<file path="src/rtl/sevenseg_pkg.sv">
// Shared seven-segment definitions: active-low glyphs (bit0=a .. bit6=g), the blank
// pattern and the receiver FSM state type. The display encoder uses the same glyph table.
package sevenseg_pkg;

   // Index i holds the glyph for hex value i (0..F).
   localparam logic [15:0][6:0] GLYPHS = {
      7'h0E, 7'h06, 7'h21, 7'h46, 7'h03, 7'h08, 7'h10, 7'h00,
      7'h78, 7'h02, 7'h12, 7'h19, 7'h30, 7'h24, 7'h79, 7'h40
   };

   localparam logic [6:0] SEG_BLANK = 7'h7F;

   typedef enum logic [1:0] {
      ST_IDLE  = 2'd0,
      ST_TRACK = 2'd1,
      ST_HOLD  = 2'd2
   } rx_state_t;

endpackage

</file>
<file path="src/rtl/sevenseg_decode.sv">
// Combinational glyph decoder: active-low segment pattern to hex value plus legal flag.
module sevenseg_decode
   import sevenseg_pkg::*;
(
   input  logic [6:0] pattern,
   output logic [3:0] value,
   output logic       legal
);

   always_comb begin
      value = '0;
      legal = 1'b0;
      for (int i = 0; i < 16; i++) begin
         if (pattern == GLYPHS[i]) begin
            value = 4'(i);
            legal = 1'b1;
         end
      end
   end

endmodule

</file>
<file path="src/rtl/sevenseg_rx.sv">
// Seven-segment display receiver: recovers hex digits from a multiplexed, active-low
// segment/anode bus. Define SEVENSEG_RX_BLANK_EN to accept the all-off pattern as a blank digit.
//
// state    | meaning
// ST_IDLE  | no single digit selected; waiting for a selected sample
// ST_TRACK | counting consecutive identical samples toward STABLE_CYCLES
// ST_HOLD  | current sample already captured; waiting for anode/pattern change
module sevenseg_rx
   import sevenseg_pkg::*;
#(
   parameter int NUM_DIGITS    = 4,
   parameter int STABLE_CYCLES = 4
) (
   input  logic                    clk,
   input  logic                    rst_n,
   input  logic [6:0]              segments,
   input  logic [NUM_DIGITS-1:0]   an_n,
   output logic [4*NUM_DIGITS-1:0] digits,
   output logic [NUM_DIGITS-1:0]   digit_valid,
   output logic                    illegal,
   output logic [NUM_DIGITS-1:0]   err_sticky,
   output logic                    frame_done
);

   localparam int         IDXW    = (NUM_DIGITS > 1) ? $clog2(NUM_DIGITS) : 1;
   localparam logic [8:0] STABLE9 = 9'(STABLE_CYCLES);

   logic [6:0]              seg_in_q;
   logic [NUM_DIGITS-1:0]   an_in_q;
   rx_state_t               state_q, state_d;
   logic [7:0]              cnt_q, cnt_d;
   logic [6:0]              trk_seg_q, trk_seg_d;
   logic [IDXW-1:0]         trk_idx_q, trk_idx_d;
   logic [4*NUM_DIGITS-1:0] digits_q, digits_d;
   logic [NUM_DIGITS-1:0]   valid_q, valid_d;
   logic [NUM_DIGITS-1:0]   err_q, err_d;
   logic [NUM_DIGITS-1:0]   seen_q, seen_d;
   logic                    illegal_q, illegal_d;
   logic                    frame_done_q, frame_done_d;

   logic [NUM_DIGITS-1:0]   sel_vec;
   logic                    selected;
   logic [IDXW-1:0]         sel_idx;
   logic                    same;
   logic                    capture;
   logic [8:0]              cnt_inc;
   logic [3:0]              dec_value;
   logic                    dec_legal;

   sevenseg_decode u_decode (
      .pattern (seg_in_q),
      .value   (dec_value),
      .legal   (dec_legal)
   );

   assign sel_vec  = ~an_in_q;
   assign selected = $onehot(sel_vec);
   assign cnt_inc  = {1'b0, cnt_q} + 9'd1;

   always_comb begin
      sel_idx = '0;
      for (int i = 0; i < NUM_DIGITS; i++) begin
         if (sel_vec[i]) sel_idx = IDXW'(i);
      end
   end

   assign same = (sel_idx == trk_idx_q) && (seg_in_q == trk_seg_q);

   always_comb begin
      state_d   = state_q;
      cnt_d     = cnt_q;
      trk_seg_d = trk_seg_q;
      trk_idx_d = trk_idx_q;
      capture   = 1'b0;
      if (!selected) begin
         state_d = ST_IDLE;
         cnt_d   = '0;
      end else begin
         case (state_q)
            ST_TRACK: begin
               if (same) begin
                  if (cnt_inc >= STABLE9) begin
                     cnt_d   = 8'(STABLE_CYCLES);
                     state_d = ST_HOLD;
                     capture = 1'b1;
                  end else begin
                     cnt_d = cnt_inc[7:0];
                  end
               end else begin
                  cnt_d     = 8'd1;
                  trk_seg_d = seg_in_q;
                  trk_idx_d = sel_idx;
               end
            end
            ST_HOLD: begin
               if (!same) begin
                  state_d   = ST_TRACK;
                  cnt_d     = 8'd1;
                  trk_seg_d = seg_in_q;
                  trk_idx_d = sel_idx;
               end
            end
            default: begin
               state_d   = ST_TRACK;
               cnt_d     = 8'd1;
               trk_seg_d = seg_in_q;
               trk_idx_d = sel_idx;
            end
         endcase
      end
   end

   // Seen mask clears when full; a capture on the clearing edge re-marks its digit.
   always_comb begin
      digits_d     = digits_q;
      valid_d      = valid_q;
      err_d        = err_q;
      illegal_d    = 1'b0;
      frame_done_d = &seen_q;
      seen_d       = (&seen_q) ? '0 : seen_q;
      if (capture) begin
         seen_d[trk_idx_q] = 1'b1;
         if (dec_legal) begin
            digits_d[4*trk_idx_q +: 4] = dec_value;
            valid_d[trk_idx_q]         = 1'b1;
         end
`ifdef SEVENSEG_RX_BLANK_EN
         else if (seg_in_q == SEG_BLANK) begin
            valid_d[trk_idx_q] = 1'b0;
         end
`endif
         else begin
            err_d[trk_idx_q] = 1'b1;
            illegal_d        = 1'b1;
         end
      end
   end

   always_ff @(posedge clk or negedge rst_n) begin
      if (!rst_n) begin
         seg_in_q     <= '1;
         an_in_q      <= '1;
         state_q      <= ST_IDLE;
         cnt_q        <= '0;
         trk_seg_q    <= '1;
         trk_idx_q    <= '0;
         digits_q     <= '0;
         valid_q      <= '0;
         err_q        <= '0;
         seen_q       <= '0;
         illegal_q    <= 1'b0;
         frame_done_q <= 1'b0;
      end else begin
         seg_in_q     <= segments;
         an_in_q      <= an_n;
         state_q      <= state_d;
         cnt_q        <= cnt_d;
         trk_seg_q    <= trk_seg_d;
         trk_idx_q    <= trk_idx_d;
         digits_q     <= digits_d;
         valid_q      <= valid_d;
         err_q        <= err_d;
         seen_q       <= seen_d;
         illegal_q    <= illegal_d;
         frame_done_q <= frame_done_d;
      end
   end

   assign digits      = digits_q;
   assign digit_valid = valid_q;
   assign err_sticky  = err_q;
   assign illegal     = illegal_q;
   assign frame_done  = frame_done_q;

endmodule

</file>
<file path="config.mk">
export PLATFORM = sky130hd
export DESIGN_NAME = sevenseg_rx
export DESIGN_NICKNAME = d
export VERILOG_FILES = /design/src/rtl/sevenseg_pkg.sv /design/src/rtl/sevenseg_decode.sv /design/src/rtl/sevenseg_rx.sv
export SDC_FILE = /design/constraint.sdc
export NUM_CORES = 1
export LEC_CHECK = 0
export ABC_AREA = 0
export CORE_UTILIZATION = 55
export DETAILED_ROUTE_END_ITERATION = 6
export PLACE_DENSITY = 0.84
export SYNTH_ARGS = -nofsm -noshare
export SYNTH_HDL_FRONTEND = slang
export SYNTH_SLANG_ARGS = --single-unit
</file>
<file path="constraint.sdc">
create_clock -name clk -period 7.4 [get_ports clk]
set_input_delay 2.22 -clock clk [delete_from_list [all_inputs] [get_ports clk]]
set_output_delay 2.22 -clock clk [all_outputs]
set_load 0.01 [all_outputs]
</file>
==> results by group, run 1 <==
Worst setup path
  • CP peak stage delay: 0.55 ns
  • Crit path launch type: register
  • Top cell family by delay on the critical path: buffers and inverters
  • Crit-path slowest cell: clkdlybuf4s50_1
  • Worst r2r path cells: 8
  • Setup crit end kind: primary output
  • Worst r2r dst: digits[7]
  • R2r startpoint: an_in_q[3]
  • Crit path max fanout: 2
  • CP Cell Sequence: clkdlybuf4s50_1
  • CP required: 5.18 ns
  • Crit path DAT: 1.25 ns
  • Crit path buffers/inverters: 1
  • Crit Path Class: register to primary output
  • Reg2Reg Setup Slack: 4.12 ns

Logic synthesis
  • Post-Syn Area: 0.00328 sq mm
  • Mapped Cells: 284
  • Synthesized area per cell: 11.5 sq um
  • Synth top area cells: dfrtp_1 32%, dfstp_2 14%, ha_1 5.3%
  • Area leader, netlist: dfrtp_1
  • Synth unique cells: 58
  • Post-Syn Nets: 312
  • Post-synthesis register bit count: 60
  • Post-synth top cells: 42 x dfrtp_1, 22 x inv_1, 18 x dfstp_2
  • Asr flop ratio synth: 100%
  • Share of Yosys cell area claimed by the top area cell type: 32.1%
  • Most used DFF post-synth: dfrtp_1
  • Register area share after synthesis: 46.5%
  • Post-synth EDFFs: 0
  • Top-count cell post-synth: dfrtp_1
  • Yosys warns: 0

Power
  • Peak supply drop: 176 uV
  • Overall power: 840 uW
  • Leakage Power: 1.61 nW
  • Pwr Density: 218 mW/mm^2

Clock tree
  • Clock latency on the worst-skew pair: 0.34 ns
  • CTS resizes: 0
  • Clock buffer depth: 2
  • Root buf cell: clkbuf_8
  • Post-CTS setup repair buffer count: 0
  • Hold_buf cts: 0
  • Sinks on Clock Net: 60
  • Worst-path clk slew: 0.07 ns
  • CTS tree: yes
  • H-Tree Depth: 3
  • Num CTS Buffers: 9

Route
  • Met1 wire length: 2990 um
  • Vias/cell: 5.85
  • Via count: 2,338
  • Met2 Wirelength: 3020 um
  • Wirelength per Cell: 16.0 um
  • Routed WL: 6380 um
  • DRC: 0
  • Routed met3 length: 240 um
  • Max layer used: met4
  • DR iter-0 viols: 191
  • TritonRoute pass-1 iters: 4
  • ANT nets after route: 0

Cells and area
  • Ratio of cells with drive above 1 in the final layout: 16.5%
  • Layout area overhead: 17.8%
  • Final Core Density: 68.8%
  • # fillers: 427
  • Design area: 0.00386 sq mm
  • Final #Nets: 351
  • Antenna diodes: 0

Timing
  • Fmax: 0.288 GHz
  • Tmin final: 3.47 ns
  • Rel. slew slack: 51.0%
  • Clock Skews: 0.00984 ns
  • Setup WS post-layout: 3.93 ns
  • Worst Tran Pin Value: 0.734 ns
  • Hold Vio Cnt, Final: 0
  • Endpoints failing setup: 0
  • Setup TNS: 0 ns
  • Final clock period utilization by the worst path: 46.9%
  • Slew Limit Fails: 0
  • Unrepaired setup endpoints after global routing: false

Global route
  • GR Overflow Total: 0
  • Total Routing Usage GR: 23.0%
  • Antenna violations before repair: 0
  • First-pass GRT wire length: 11,000 um
  • Pin count of the biggest net entering global routing: 61
  • Vias in the first global route: 2,262

Floorplan
  • Initial Util: 58.4%
  • Die Y: 79.2 um
  • Core area: 0.00561 sq mm
  • Die area: 0.00627 sq mm
  • Io pins: 39
  • # rows: 27
  • Die W: 79.2 um

Placed design
  • Placed Area: 0.00369 sq mm
  • DP HPWL: 4470 um
  • Port Buffers: 38
  • Pre-CTS setup slack: 4.18 ns
  • Gp weighted congestion: 0.800

Worst hold path
  • Critical hold path startpoint: digit_valid[2]
  • Hold Path Cell Cnt: 1
  • Hold endpoint: digit_valid[2]
  • Hold Crit Class: register to register

Run status
  • Status: finished clean

Run
  • Max-cap viol count: 0
## area by class of cell
type / count / area (sq um) / share of cell area [%]
Tap cell: 72 / 90.1 / 2.33
Timing Repair Buffer: 39 / 383 / 9.92
Multi-Input combinational cell: 191 / 1610 / 41.7
Clock buffer: 11 / 141 / 3.66
Inverter: 22 / 82.6 / 2.14
Clock inverter: 5 / 27.5 / 0.713
Sequential cell: 60 / 1520 / 39.5
## cells in the final DEF, fill, tap and decap left out, types with 3 or more instances in the layout
master,count
o21ai_1,3
nor3b_1,8
nor4bb_1,3
xor2_1,7
a22o_1,4
dfrtp_1,42
o2111ai_1,4
o21ai_0,17
a311oi_4,4
mux2_1,6
clkbuf_8,10
mux2i_1,12
clkdlybuf4s50_1,37
a21o_1,3
a211oi_1,3
clkinv_2,4
nor2b_1,6
nand3_1,3
and2_1,6
and3_1,4
mux2_2,3
mux2_4,4
nor3_1,5
ha_1,14
inv_1,22
nand2_1,11
dfstp_2,18
a31o_1,9
nor2_1,10
a21oi_1,5
## cell families after synthesis
| family | synth area share [%] |
|---|---|
| compound gates | 17.9 |
| xor+xnor | 1.87 |
| fa+ha+maj | 5.96 |
| buf+inv | 4.32 |
| flops | 46.5 |
| mux | 8.59 |
| simple gates | 14.9 |
## report_power, final
| group | internal (mW) | switching [mW] | total [mW] |
|---|---|---|---|
| registers | 0.371 | 0.0358 | 0.406 |
| clock network | 0.128 | 0.127 | 0.255 |
| logic | 0.0769 | 0.102 | 0.179 |
| total | 0.576 | 0.265 | 0.840 |
## worst max-delay path by stage
stage,start,endpoint,slack [ns],cells after the start
2_1_floorplan,an_in_q[3],digits[11],4.44,8
3_3_place_gp,an_in_q[3],digits[7],4.24,8
3_5_place_dp,an_in_q[3],digits[11],4.18,8
4_1_cts,digit_valid[3],digit_valid[3],3.91,1
5_1_grt,digit_valid[3],digit_valid[3],3.88,1
6_report,digit_valid[3],digit_valid[3],3.93,1
## per-stage QoR
| stage | hold slack (ns) | std cells |
|---|---|---|
| 5_1_grt | 0.479 | 400 |
| 3_5_place_dp | 0.458 | 384 |
| 4_1_cts | 0.471 | 400 |
| 2_1_floorplan | 0.454 | 284 |
| 6_report | 0.469 | 400 |
| 3_3_place_gp | 0.449 | 384 |
## routing by layer
layer | vias to the layer above | global-route usage (%)
li1 | 1115 | -
met1 | 1158 | 30.7
met2 | 53 | 35.4
met3 | 12 | 5.98
met4 | 0 | 9.82
met5 | - | 0
## state kept, by name (all words and copies together) (netlist names)
register     cells
err_sticky       4
trk_idx_q        2
an_in_q          4
frame_done       1
seg_in_q         7
cnt_q            8
digits          16
trk_seg_q        7
illegal          1
state_q          2
seen_q           4
digit_valid      4
No activity file was read; power rests on OpenSTA's default activity.
==> run 2: changes to the inputs <==
==> constraint.sdc (replaced) <==
create_clock -name clk -period 3.3 [get_ports clk]
set_input_delay 0.99 -clock clk [delete_from_list [all_inputs] [get_ports clk]]
set_output_delay 0.99 -clock clk [all_outputs]
set_load 0.01 [all_outputs]
==> run 2 against run 1 <==
Against the previous run:
- setup slack got worse by 3.6 ns
- critical path depth rose by 7
- sequential cell count did not move
- sequential share of layout area fell by 0.82 points
- non-clock buffer count rose by 2
- power rose by 150%
- worst hold slack barely moved
- via count fell by 0.56%
- clock skew rose by 0.0025 ns
- highest routed layer unchanged
- critical endpoint is now digits[3]
==> results by group, run 2 (synthesis gave the netlist of run 1 again) <==
Floorplan
  • # rows: 27 (unchanged)
  • Die Y: 79.2 um (unchanged)
  • Io pins: 39 (unchanged)
  • Die W: 79.2 um (unchanged)
  • Core area: 0.00561 sq mm (unchanged)
  • Initial Util: 58.4% (unchanged)
  • Die area: 0.00627 sq mm (unchanged)

Worst setup path
  • R2r startpoint: an_in_q[3]
  • CP peak stage delay: 0.59 ns (+0.04 ns)
  • Crit Path Class: register to register
  • Crit path DAT: 3.16 ns (+1.91 ns)
  • CP Cell Sequence: fa_1 > inv_1 > ha_1 > ha_1 > nor3b_2 > o2111ai_1 > a311oi_4 > mux2_4
  • Most used cell, CP: ha_1
  • Crit-path slowest cell: dfstp_2
  • Crit path buffers/inverters: 1 (unchanged)
  • Crit path max fanout: 7 (+5)
  • CP required: 3.52 ns (-1.66 ns)
  • Reg2Reg Setup Slack: 0.36 ns (-3.76 ns)
  • Crit path launch: an_in_q[3]
  • Crit path launch type: register
  • Worst r2r path cells: 8 (unchanged)
  • Worst r2r dst: digits[3]
  • Worst setup path endpoint: digits[3]
  • Crit path depth: 8 (+7)
  • Setup crit end kind: register
  • Top cell family by delay on the critical path: adder cells

Timing
  • Setup TNS: 0 ns (unchanged)
  • Final clock period utilization by the worst path: 89.0%
  • Unrepaired setup endpoints after global routing: false
  • Worst Tran Pin Value: 0.947 ns (+0.213 ns)
  • Endpoints failing setup: 0 (unchanged)
  • Rel. slew slack: 36.9% (-14 points)
  • Clock Skews: 0.0124 ns (+0.00251 ns)
  • Setup WS post-layout: 0.362 ns (-3.57 ns)
  • Slew Limit Fails: 0 (unchanged)
  • Tmin final: 2.94 ns
  • Min Hold Slack: 0.469 ns (-0.000296 ns)
  • Fmax: 0.340 GHz
  • Hold Vio Cnt, Final: 0 (unchanged)

Cells and area
  • Antenna diodes: 0 (unchanged)
  • Ratio of cells with drive above 1 in the final layout: 17.3% (+0.81 points)
  • Final #Nets: 353 (+0.57%)
  • Finished Layout Cells: 402 (+0.50%)
  • Max reg flops: 16 (unchanged)
  • Commonest non-fill, non-tap cell in the layout: dfrtp_1
  • Layout area overhead: 20.3%
  • Most frequent cells in the layout: 42 x dfrtp_1, 37 x clkdlybuf4s50_1, 22 x inv_1

Placed design
  • Gp weighted congestion: 0.816 (+2.0%)
  • Cells after DPL: 386 (+0.52%)
  • Port Buffers: 38 (unchanged)
  • DP HPWL: 4600 um (+2.8%)
  • Pre-CTS setup slack: 0.379 ns (-3.80 ns)

Route
  • Via count: 2,325 (-0.56%)
  • Vias/cell: 5.78 (-1.1%)
  • TritonRoute pass-1 iters: 4 (unchanged)
  • Wirelength per Cell: 16.1 um (+1.1%)
  • ANT nets after route: 0 (unchanged)
  • Routed WL: 6480 um (+1.6%)
  • DRC: 0 (unchanged)
  • DR iter-0 viols: 186 (-2.6%)

Worst hold path
  • Hold Crit Class: register to register

Clock tree
  • CTS resizes: 0 (unchanged)
  • Sinks on Clock Net: 60 (unchanged)
  • Root buf cell: clkbuf_8
  • Post-CTS setup repair buffer count: 0 (unchanged)
  • Clock buffer depth: 2 (unchanged)
  • CTS tree: yes
  • Hold_buf cts: 0 (unchanged)
  • Num CTS Buffers: 9 (unchanged)
  • Worst-path clk slew: 0.07 ns (about the same)
  • Clock latency on the worst-skew pair: 0.35 ns (about the same)
  • H-Tree Depth: 3 (unchanged)

Run status
  • Status: finished clean

Run
  • Max-cap viol count: 0 (unchanged)

Power
  • Sequential power share: 43.8% (-4.6 points)
  • Clock network fraction of design power: 37.3% (+6.9 points)
  • Comb pwr share: 18.9% (-2.4 points)
  • Peak supply drop: 314 uV (+79%)
  • Sw Share: 28.3% (-3.2 points)
  • Pwr Density: 527 mW/mm^2 (+140%)
  • Net Sw Power: 587 uW (+120%)
  • Leakage Power: 1.65 nW (+2.7%)
  • Overall power: 2.08 mW (+150%)
  • Pint: 1.49 mW (+160%)

Global route
  • Pin count of the biggest net entering global routing: 46 (-25%)
  • GR Overflow Total: 0 (unchanged)
  • Antenna violations before repair: 0 (unchanged)
  • Vias in the first global route: 2,339 (+3.4%)
  • Total Routing Usage GR: 23.5% (+0.52 points)
  • First-pass GRT wire length: 11,100 um (+1.0%)
[run 2: area by class of cell]
| cell class | count | area (sq um) |
|---|---|---|
| Clock buffer | 12 | 165 |
| Clock inverter | 4 | 70.1 |
| Fill cell | 439 | 1670 |
| Inverter | 22 | 82.6 |
| Multi-Input combinational cell | 191 | 1610 |
| Sequential cell | 60 | 1520 |
| Tap cell | 72 | 90.1 |
| Timing Repair Buffer | 41 | 398 |
[run 2: per-layer routing]
layer  up-vias  GRT usage, %  routed length [um]
li1       1128             -                   -
met1      1129          31.3                2990
met2        54          36.1                3160
met3        14          5.75                 218
met4         0          11.1                 113
met5         -             0                   0
[run 2: worst min-delay path by stage]
stage	from	end	cells after the start
2_1_floorplan	cnt_q[7]	cnt_q[7]	1
3_3_place_gp	err_sticky[1]	err_sticky[1]	1
3_5_place_dp	digit_valid[2]	digit_valid[2]	1
4_1_cts	digit_valid[2]	digit_valid[2]	1
5_1_grt	digit_valid[2]	digit_valid[2]	1
6_report	digit_valid[2]	digit_valid[2]	1
[run 2: power by group through the flow]
stage / Combinational [mW] / Sequential [mW] / Clock (mW)
2_1_floorplan: 0.309 / 0.891 / 0
6_report: 0.393 / 0.910 / 0.774
5_1_grt: 0.436 / 0.919 / 0.817
3_3_place_gp: 0.382 / 0.917 / 0
4_1_cts: 0.394 / 0.909 / 0.786
3_5_place_dp: 0.391 / 0.923 / 0
[run 2: stage by stage]
step	util (%)	instance area (sq um)
2_1_floorplan	-	3280
3_3_place_gp	66.1	3700
3_5_place_dp	66.1	3700
4_1_cts	70.3	3940
5_1_grt	70.3	3940
6_report	70.3	3940
